## src/rtl/pzbcm_credit_return.sv

```systemverilog
// ---------------------------------------------------------------------------
// pzbcm_credit_return
//   Receiver-side credit manager for credit-based flow control. Counts buffer
//   slots freed by the local consumer and hands them back to the remote
//   sender as batched credit transfers on a valid/ready handshake. After
//   reset or i_clear the block first advertises the initial credit grant.
//
// Ports
//   i_clk           clock
//   i_rst_n         asynchronous active-low reset
//   i_clear         synchronous re-initialise (link retrain), highest priority
//   i_release       one buffer slot freed this cycle
//   i_flush         return all pending credits now, regardless of batch size
//   o_credit_valid  credit transfer valid
//   i_credit_ready  sender accepts the transfer
//   o_credit_count  credits carried by the current transfer
//   o_pending       credits accumulated but not yet in a transfer
//   o_init_done     initial grant accepted; block is in RUN
//   o_error         sticky: release overflow or release before init done
// ---------------------------------------------------------------------------
module pzbcm_credit_return #(
  parameter int MAX_CREDITS     = 8,
  parameter int INITIAL_CREDITS = MAX_CREDITS,
  parameter int BATCH_SIZE      = 4,
  parameter int TIMEOUT_CYCLES  = 16,
  localparam int CW             = $clog2(MAX_CREDITS + 1)
) (
  input  logic          i_clk,
  input  logic          i_rst_n,
  input  logic          i_clear,
  input  logic          i_release,
  input  logic          i_flush,
  output logic          o_credit_valid,
  input  logic          i_credit_ready,
  output logic [CW-1:0] o_credit_count,
  output logic [CW-1:0] o_pending,
  output logic          o_init_done,
  output logic          o_error
);

  localparam int TW = (TIMEOUT_CYCLES > 1) ? $clog2(TIMEOUT_CYCLES) : 1;
  localparam logic TIMER_EN = (TIMEOUT_CYCLES > 0);
  localparam logic [TW-1:0] TIMER_LAST = TW'((TIMEOUT_CYCLES > 0) ? (TIMEOUT_CYCLES - 1) : 0);
  localparam logic [CW-1:0] INIT_CNT  = CW'(INITIAL_CREDITS);
  localparam logic [CW-1:0] BATCH_CNT = CW'(BATCH_SIZE);
  localparam logic [CW:0]   MAX_CNT   = (CW + 1)'(MAX_CREDITS);

  typedef enum logic [1:0] {
    ST_INIT      = 2'd0,
    ST_INIT_WAIT = 2'd1,
    ST_RUN       = 2'd2
  } state_t;

  state_t          state_r,     state_s;
  logic            valid_r,     valid_s;
  logic [CW-1:0]   count_r,     count_s;
  logic [CW-1:0]   pending_r,   pending_s;
  logic [TW-1:0]   timer_r,     timer_s;
  logic            init_done_r, init_done_s;
  logic            error_r,     error_s;

  logic [CW:0]     outstanding_s;
  logic            accept_s;
  logic [CW-1:0]   pend_plus_s;
  logic            expire_s;
  logic            launch_s;

  // Next-state and next-output computation for the credit FSM.
  always_comb begin
    state_s     = state_r;
    valid_s     = valid_r;
    count_s     = count_r;
    pending_s   = pending_r;
    timer_s     = timer_r;
    init_done_s = init_done_r;
    error_s     = error_r;

    // Credits this block is responsible for: still pending plus in flight.
    outstanding_s = {1'b0, pending_r} + (valid_r ? {1'b0, count_r} : {(CW + 1){1'b0}});
    accept_s      = i_release && (outstanding_s < MAX_CNT);
    pend_plus_s   = pending_r + CW'(accept_s);
    expire_s      = TIMER_EN && (pending_r != {CW{1'b0}}) && (timer_r == TIMER_LAST);
    launch_s      = 1'b0;

    if (i_clear) begin
      state_s     = ST_INIT;
      valid_s     = 1'b0;
      count_s     = {CW{1'b0}};
      pending_s   = {CW{1'b0}};
      timer_s     = {TW{1'b0}};
      init_done_s = 1'b0;
      error_s     = 1'b0;
    end else begin
      case (state_r)
        ST_INIT: begin
          // Releases before the grant is accepted are dropped and flagged.
          if (i_release) error_s = 1'b1;
          else           error_s = error_r;
          if (INIT_CNT != {CW{1'b0}}) begin
            valid_s = 1'b1;
            count_s = INIT_CNT;
            state_s = ST_INIT_WAIT;
          end else begin
            init_done_s = 1'b1;
            state_s     = ST_RUN;
          end
        end

        ST_INIT_WAIT: begin
          if (i_release) error_s = 1'b1;
          else           error_s = error_r;
          if (valid_r && i_credit_ready) begin
            valid_s     = 1'b0;
            count_s     = {CW{1'b0}};
            init_done_s = 1'b1;
            state_s     = ST_RUN;
          end else begin
            state_s = ST_INIT_WAIT;
          end
        end

        ST_RUN: begin
          if (i_release && !accept_s) error_s = 1'b1;
          else                        error_s = error_r;

          if (valid_r) begin
            // Transfer in flight: hold it; the accepting edge never relaunches.
            if (i_credit_ready) begin
              valid_s = 1'b0;
              count_s = {CW{1'b0}};
            end else begin
              valid_s = 1'b1;
            end
            pending_s = pend_plus_s;
            if (pending_r == {CW{1'b0}}) timer_s = {TW{1'b0}};
            else                         timer_s = timer_r;
          end else begin
            launch_s = (pending_r >= BATCH_CNT) ||
                       (i_flush && (pend_plus_s != {CW{1'b0}})) ||
                       expire_s;
            if (launch_s) begin
              valid_s   = 1'b1;
              count_s   = pend_plus_s;
              pending_s = {CW{1'b0}};
              timer_s   = {TW{1'b0}};
            end else begin
              pending_s = pend_plus_s;
              if (pending_r == {CW{1'b0}}) timer_s = {TW{1'b0}};
              else if (TIMER_EN)           timer_s = timer_r + TW'(1'b1);
              else                         timer_s = {TW{1'b0}};
            end
          end
        end

        default: begin
          state_s     = ST_INIT;
          valid_s     = 1'b0;
          count_s     = {CW{1'b0}};
          pending_s   = {CW{1'b0}};
          timer_s     = {TW{1'b0}};
          init_done_s = 1'b0;
          error_s     = 1'b0;
        end
      endcase
    end
  end

  // State and output registers with asynchronous reset.
  always_ff @(posedge i_clk or negedge i_rst_n) begin
    if (!i_rst_n) begin
      state_r     <= ST_INIT;
      valid_r     <= 1'b0;
      count_r     <= {CW{1'b0}};
      pending_r   <= {CW{1'b0}};
      timer_r     <= {TW{1'b0}};
      init_done_r <= 1'b0;
      error_r     <= 1'b0;
    end else begin
      state_r     <= state_s;
      valid_r     <= valid_s;
      count_r     <= count_s;
      pending_r   <= pending_s;
      timer_r     <= timer_s;
      init_done_r <= init_done_s;
      error_r     <= error_s;
    end
  end

  assign o_credit_valid = valid_r;
  assign o_credit_count = count_r;
  assign o_pending      = pending_r;
  assign o_init_done    = init_done_r;
  assign o_error        = error_r;

endmodule

```

## config.mk

```make
export PLATFORM = sky130hd
export DESIGN_NAME = pzbcm_credit_return
export DESIGN_NICKNAME = d
export VERILOG_FILES = /design/src/rtl/pzbcm_credit_return.sv
export SDC_FILE = /design/constraint.sdc
export NUM_CORES = 1
export LEC_CHECK = 0
export CAP_MARGIN = 20
export CORE_UTILIZATION = 52
export CTS_CLUSTER_SIZE = 25
export DETAILED_ROUTE_END_ITERATION = 16
export HOLD_SLACK_MARGIN = 0.1
export MAX_ROUTING_LAYER = met4
export PLACE_DENSITY = 0.78
export SYNTH_ARGS = -nofsm -noshare
export SYNTH_HDL_FRONTEND = slang
export SYNTH_SLANG_ARGS = --single-unit
```

## constraint.sdc

```tcl
create_clock -name i_clk -period 4.36 [get_ports i_clk]
set_clock_uncertainty 0.15 [all_clocks]
set_input_delay 1.308 -clock i_clk [delete_from_list [all_inputs] [get_ports i_clk]]
set_output_delay 1.308 -clock i_clk [all_outputs]
set_load 0.01 [all_outputs]
```

## Yosys cells after proc, flatten, opt, wreduce, memory -nomap -nowiden

Cells that the tools add are included.

| storage, ports and cells | value |
|---|---|
| logic and storage cells | 75 |
| output and inout port bits | 11 |
| input port bits | 6 |
| flip-flop bits (word level) | 17 |

| operators by class | value |
|---|---|
| magnitude comparators | 2 |
| add/subtract/negate cells | 3 |
| equal/unequal tests | 12 |
| reduce and logical (&&, ||, !) cells | 18 |
| mux-type cells | 33 |

Operators with widths:

| kind | count |
|---|---|
| 4-bit 2-to-1 mux | 14 |
| 4-bit one-hot mux with 2 select lines | 2 |
| 4-bit inequality test (second input constant) | 3 |
| 4-bit one-hot mux with 3 select lines | 1 |
| 1-bit 2-to-1 mux | 10 |
| 4-bit nonzero test | 2 |
| 3-bit inequality test (second input constant) | 2 |
| 2-bit one-hot mux with 3 select lines | 1 |
| 2-bit AND reduction | 3 |
| 4-bit by 4-bit adder with 5-bit output | 1 |
| 1-bit logical AND | 5 |
| 5-bit by 4-bit less-than comparator with 1-bit output (second input constant) | 1 |
| 4-bit by 1-bit adder with 4-bit output | 1 |
| 4-bit by 1-bit adder with 4-bit output (second input constant) | 1 |
| 4-bit equality test (second input constant) | 1 |
| 4-bit by 3-bit greater-or-equal comparator with 1-bit output (second input constant) | 1 |
| 4-bit zero test | 1 |
| 2-bit 2-to-1 mux | 2 |
| 2-bit by 1-bit inequality test with 1-bit output (second input constant) | 2 |
| 1-bit one-hot mux with 2 select lines | 2 |
| 2-bit OR reduction | 2 |
| 3-bit by 1-bit inequality test with 1-bit output (second input constant) | 1 |
| 1-bit one-hot mux with 3 select lines | 1 |
| 3-bit AND reduction | 1 |
| 6 further kinds | 7 |

## Longest topological paths before layout

| logic depth | value |
|---|---|
| depth in word-level cells | 13 |
| gate-level depth with buffers | 12 |
| mapped depth without buffers | 11 |

## Least setup slack after synthesis

Ideal clock, no wire load.

| path | value |
|---|---|
| kind | flip-flop to flip-flop |
| from | register valid_r (netlist: o_credit_valid) |
| to | register count_r[0] (netlist: o_credit_count[0]) |
| stages on the path, launching flop included | 12 |
| path slack | 1.087 ns |
| required time | 4.089 ns |
| arrival time | 3.002 ns |
| path buffers | 1 |
| clock period less this slack | 3.273 ns |
| library setup time | 0.121 ns |
| cells stage by stage | dfrtp_1 > buf_6 > and2_1 > ha_1 > a41o_1 > a2111oi_0 > and2_1 > ha_1 > ha_1 > o31ai_4 > a21oi_2 > a32o_2 |

| on the way | value |
|---|---|
| word-level cells in the longest chain between the ends | 11 |
| elaborated cells between the ends (all ways) | 18 |
| those cells by class | add/sub (2); order compare (1); eq/ne (3); mux (5); reduce/logical (7) |

RTL lines:

| item | line | text |
|---|---|---|
| from (decl) | 55 | `logic valid_r, valid_s;` |
| from (signal assigned) | 180 | `valid_r <= valid_s;` |
| 4-bit 2-to-1 mux | 79 | `outstanding_s = {1'b0, pending_r} + (valid_r ? {1'b0, count_r} : {(CW + 1){1'b0}});` |
| 4-bit by 4-bit adder with 5-bit output | 79 |  |
| 5-bit by 4-bit less-than comparator with 1-bit output | 80 | `accept_s = i_release && (outstanding_s < MAX_CNT);` |
| 1-bit logical AND | 80 |  |
| 4-bit by 1-bit adder with 4-bit output | 81 | `pend_plus_s = pending_r + CW'(accept_s);` |
| 4-bit nonzero test | 139 | `(i_flush && (pend_plus_s != {CW{1'b0}})) \|\|` |
| 1-bit logical AND | 139 |  |
| 1-bit logical OR | 138 | `launch_s = (pending_r >= BATCH_CNT) \|\|` |
| 1-bit logical OR | 139 |  |
| 4-bit inequality test (no line) | -- |  |
| 3-bit AND reduction (no line) | -- |  |
| to (signal assigned) | 173 | `count_r <= {CW{1'b0}};` |
| to (signal assigned) | 181 | `count_r <= count_s;` |
| to (decl) | 56 | `logic [CW-1:0] count_r, count_s;` |

Several ways; a longest one is shown, not always the timed one. The select of a mux whose other input is x is not followed.
A chain may end at the register's enable or synchronous reset.

## Final worst setup path

| path | value |
|---|---|
| from | register count_r[1] (netlist: o_credit_count[1]) |
| to | register count_r[1] (netlist: o_credit_count[1]) |

| on the way | value |
|---|---|
| word-level cells in the longest chain between the ends | 11 |
| elaborated cells between the ends (all ways) | 15 |
| those cells by class | add/sub (2); order compare (1); eq/ne (1); mux (5); reduce/logical (6) |

RTL lines:

| item | line |
|---|---|
| 4-bit 2-to-1 mux * | 79 |
| 4-bit by 4-bit adder with 5-bit output * | 79 |
| 5-bit by 4-bit less-than comparator with 1-bit output * | 80 |
| 1-bit logical AND * | 80 |
| 4-bit by 1-bit adder with 4-bit output * | 81 |
| 4-bit nonzero test | 139 |
| 1-bit logical AND | 139 |
| 1-bit logical OR | 138 |
| 1-bit logical OR | 139 |
| 4-bit inequality test (no line) | -- |
| 3-bit AND reduction (no line) | -- |

Every way passes the cells marked *; elsewhere a longest branch is shown, timed or not. The select of a mux whose other input is x is not followed.

==> flow_summary.toml <==
[outcome]
status = "complete, no violations"

[flow_run]
cap_violations = 0

[logic_synthesis]
ys_types = 44
avgSynthCellArea_um2 = 11.0
synth_seq_cells = 17
synthesis.area_mm2 = 0.00107
syn_inst = 97
yosys_warnings = 0
synth_fp_nets = 109
synth_ff_type = "dfrtp_1"
ys_seq_area_share_pct = 39.8
synth-async-reset-ratio_pct = 100
synth_edf_count = 0

[clock_tree]
htreeDepth = 1
cts.path.max_buffers = 2
root_buffer = "clkbuf_4"
cts_hold_buf = 0
ctsResizeCount = 0
tritoncts = "done"
clock_latency_ns = 0.30
cts.sinks = 17
post_cts_buffers = 0
cts_buffers = 3
clkTransAtPathRegs_ns = 0.09

[sta]
fin_crit_sh_pct = 79.7
whs_ns = 0.358
setup-violations-final = 0
period_needed_ns = 3.48
max_slew_margin_pct = 47.3
rsz0062_at_grt = "false"
setup_ws_ns = 0.885
tightest_slew_ns = 0.788
hold_viol_final = 0
drv_slew = 0
fmax_mhz = 288
setup_tns_ns = 0

[finish]
antennaDiodeCount = 0
nets = 127
fillCellCount = 168
areaGrowthSynthToFinish_pct = 17.2
layout-drive-gt1-share_pct = 14.0
multiInputGateArea_um2 = 589
final_cell_mix = "dfrtp_1 (17), clkdlybuf4s50_1 (16), ha_1 (6), o21ai_0 (5), nand3b_1 (5)"
final_common_cell = "dfrtp_1"
final-seq-area_um2 = 425

[pwr]
irDropWorstVdd_uv = 146
p_per_area_mw_per_mm2 = 239
leakagePower_uw = 0.000556

[detailed_routing]
vias = 885
drt_iter0_drc = 10
drtAntennaViolNets = 0
viasPerCell = 6.28
drt_pass1_iterations = 4
drt-total-wl_um = 2390
wl_per_cell_um = 16.9
post-route-drc-count = 0

[critical_path]
cp_max_fo = 8
worstSetupPathType = "flop to flop"
arrival_ns = 3.51
endpoint_kind = "flop"
worstSetupStartpointType = "flop"
cp.required_ns = 4.40

[global_routing]
track_usage_pct = 24.3
grt_start_max_net_pins = 18
grt_pass1_vias = 780
grt.overflow.total = 0
antenna_found_initial = 0
grt_pass1_wl_um = 3590

[floorplanning]
fp.dieArea_mm2 = 0.00224
pin_count = 17
row_count = 16
core_mm2 = 0.00194
die_height_um = 47.4
fp.dieW_um = 47.4
start_util_pct = 55.1

[place]
dp.final_hpwl_um = 1680
gp_congestion = 0.925
portBuffers = 16
pre_cts_ws_ns = 0.792

[worst_hold_path]
hold_class = "flop to flop"
==> worst paths after layout <==
| kind | start | end | slack [ns] | cells past startpoint |
|---|---|---|---|---|
| worst max-delay path | o_credit_count[1] | o_credit_count[1] | 0.88 | 11 |
| worst min-delay path | timer_r[3] | timer_r[3] | 0.36 | 1 |
| worst max register to register | o_credit_count[1] | o_credit_count[1] | 0.88 | 11 |
| worst min register to register | timer_r[3] | timer_r[3] | 0.36 | 1 |
| max in group asynchronous | i_rst_n | timer_r[0] | 2.25 | 1 |
| min in group asynchronous | i_rst_n | o_error | 1.31 | 1 |
==> kinds of logic (layout without fill, tap and decap cells) <==
logic type               count (synthesis)  after routing  share of synthesized area (%)
buffers and inverters                    7             24                           5.15
AND/OR/NAND/NOR                         31             31                           19.6
XOR/XNOR                                 2              2                           2.34
AO/OA/AOI/OAI                           33             33                           25.1
multiplexers                             1              1                          0.936
flip-flops                              17             17                           39.8
adder cells (fa/ha/maj)                  6              6                           7.02
==> power breakdown <==
part,switching [uW],internal (uW)
Sequential,5.65,162
Combinational,24.1,21.2
Clock,51.1,35.6
Total,80.9,218
==> layer usage <==
metal	vias up	part of all wire (%)	track usage, %
li1	413	-	-
met1	437	47	33.7
met2	29	46	35.6
met3	6	5.5	4.23
met4	0	1.1	8.00
met5	-	0	-
==> state kept, by name (all words and copies together) (netlist names) <==
register,count
timer_r,4
o_pending,4
o_credit_count,4
o_error,1
o_init_done,1
o_credit_valid,1
state_r,2
==> through the flow <==
| step | util [%] | cell area (um^2) | std cells | total power (uW) |
|---|---|---|---|---|
| 2_1_floorplan | - | 1070 | 97 | 197 |
| 3_3_place_gp | 63.2 | 1230 | 137 | 215 |
| 3_5_place_dp | 63.2 | 1230 | 137 | 215 |
| 4_1_cts | 64.6 | 1250 | 141 | 299 |
| 5_1_grt | 64.6 | 1250 | 141 | 311 |
| 6_report | 64.6 | 1250 | 141 | 299 |
==> cells in the mapped netlist, types with 2 or more instances <==
master | number | area (um^2)
a21o_1 | 2 | 15.0
a211oi_1 | 2 | 15.0
a21oi_1 | 2 | 10.0
buf_6 | 2 | 22.5
a41oi_1 | 2 | 17.5
a32o_1 | 2 | 20.0
nand3b_1 | 5 | 37.5
a32o_2 | 3 | 33.8
inv_1 | 3 | 11.3
a41o_1 | 2 | 20.0
and2_1 | 4 | 25.0
nor2_1 | 3 | 11.3
a31oi_1 | 3 | 18.8
ha_1 | 6 | 75.1
dfrtp_1 | 17 | 425
nand2b_1 | 4 | 25.0
nand2_1 | 3 | 11.3
nand3_1 | 2 | 10.0
o21ai_0 | 5 | 25.0
==> critical path, stage by stage, from the launching register on <==
cell	delay, ns
dfrtp_1	0.41
and2_1	0.17
ha_1	0.26
a41o_1	0.23
a2111oi_0	0.58
and2_1	0.21
ha_1	0.16
ha_1	0.25
xor2_2	0.12
o31ai_4	0.37
a21oi_2	0.16
a32o_2	0.30
==> layout make-up <==
| type | instances | share of cell area, % |
|---|---|---|
| inverter | 3 | 0.898 |
| timing repair buffer | 17 | 13.4 |
| tap | 27 | 2.69 |
| sequential | 17 | 33.9 |
| clock buffer | 4 | 2.10 |
| multi-input combinational | 73 | 47.0 |
Power figures use the tool's default switching activity.
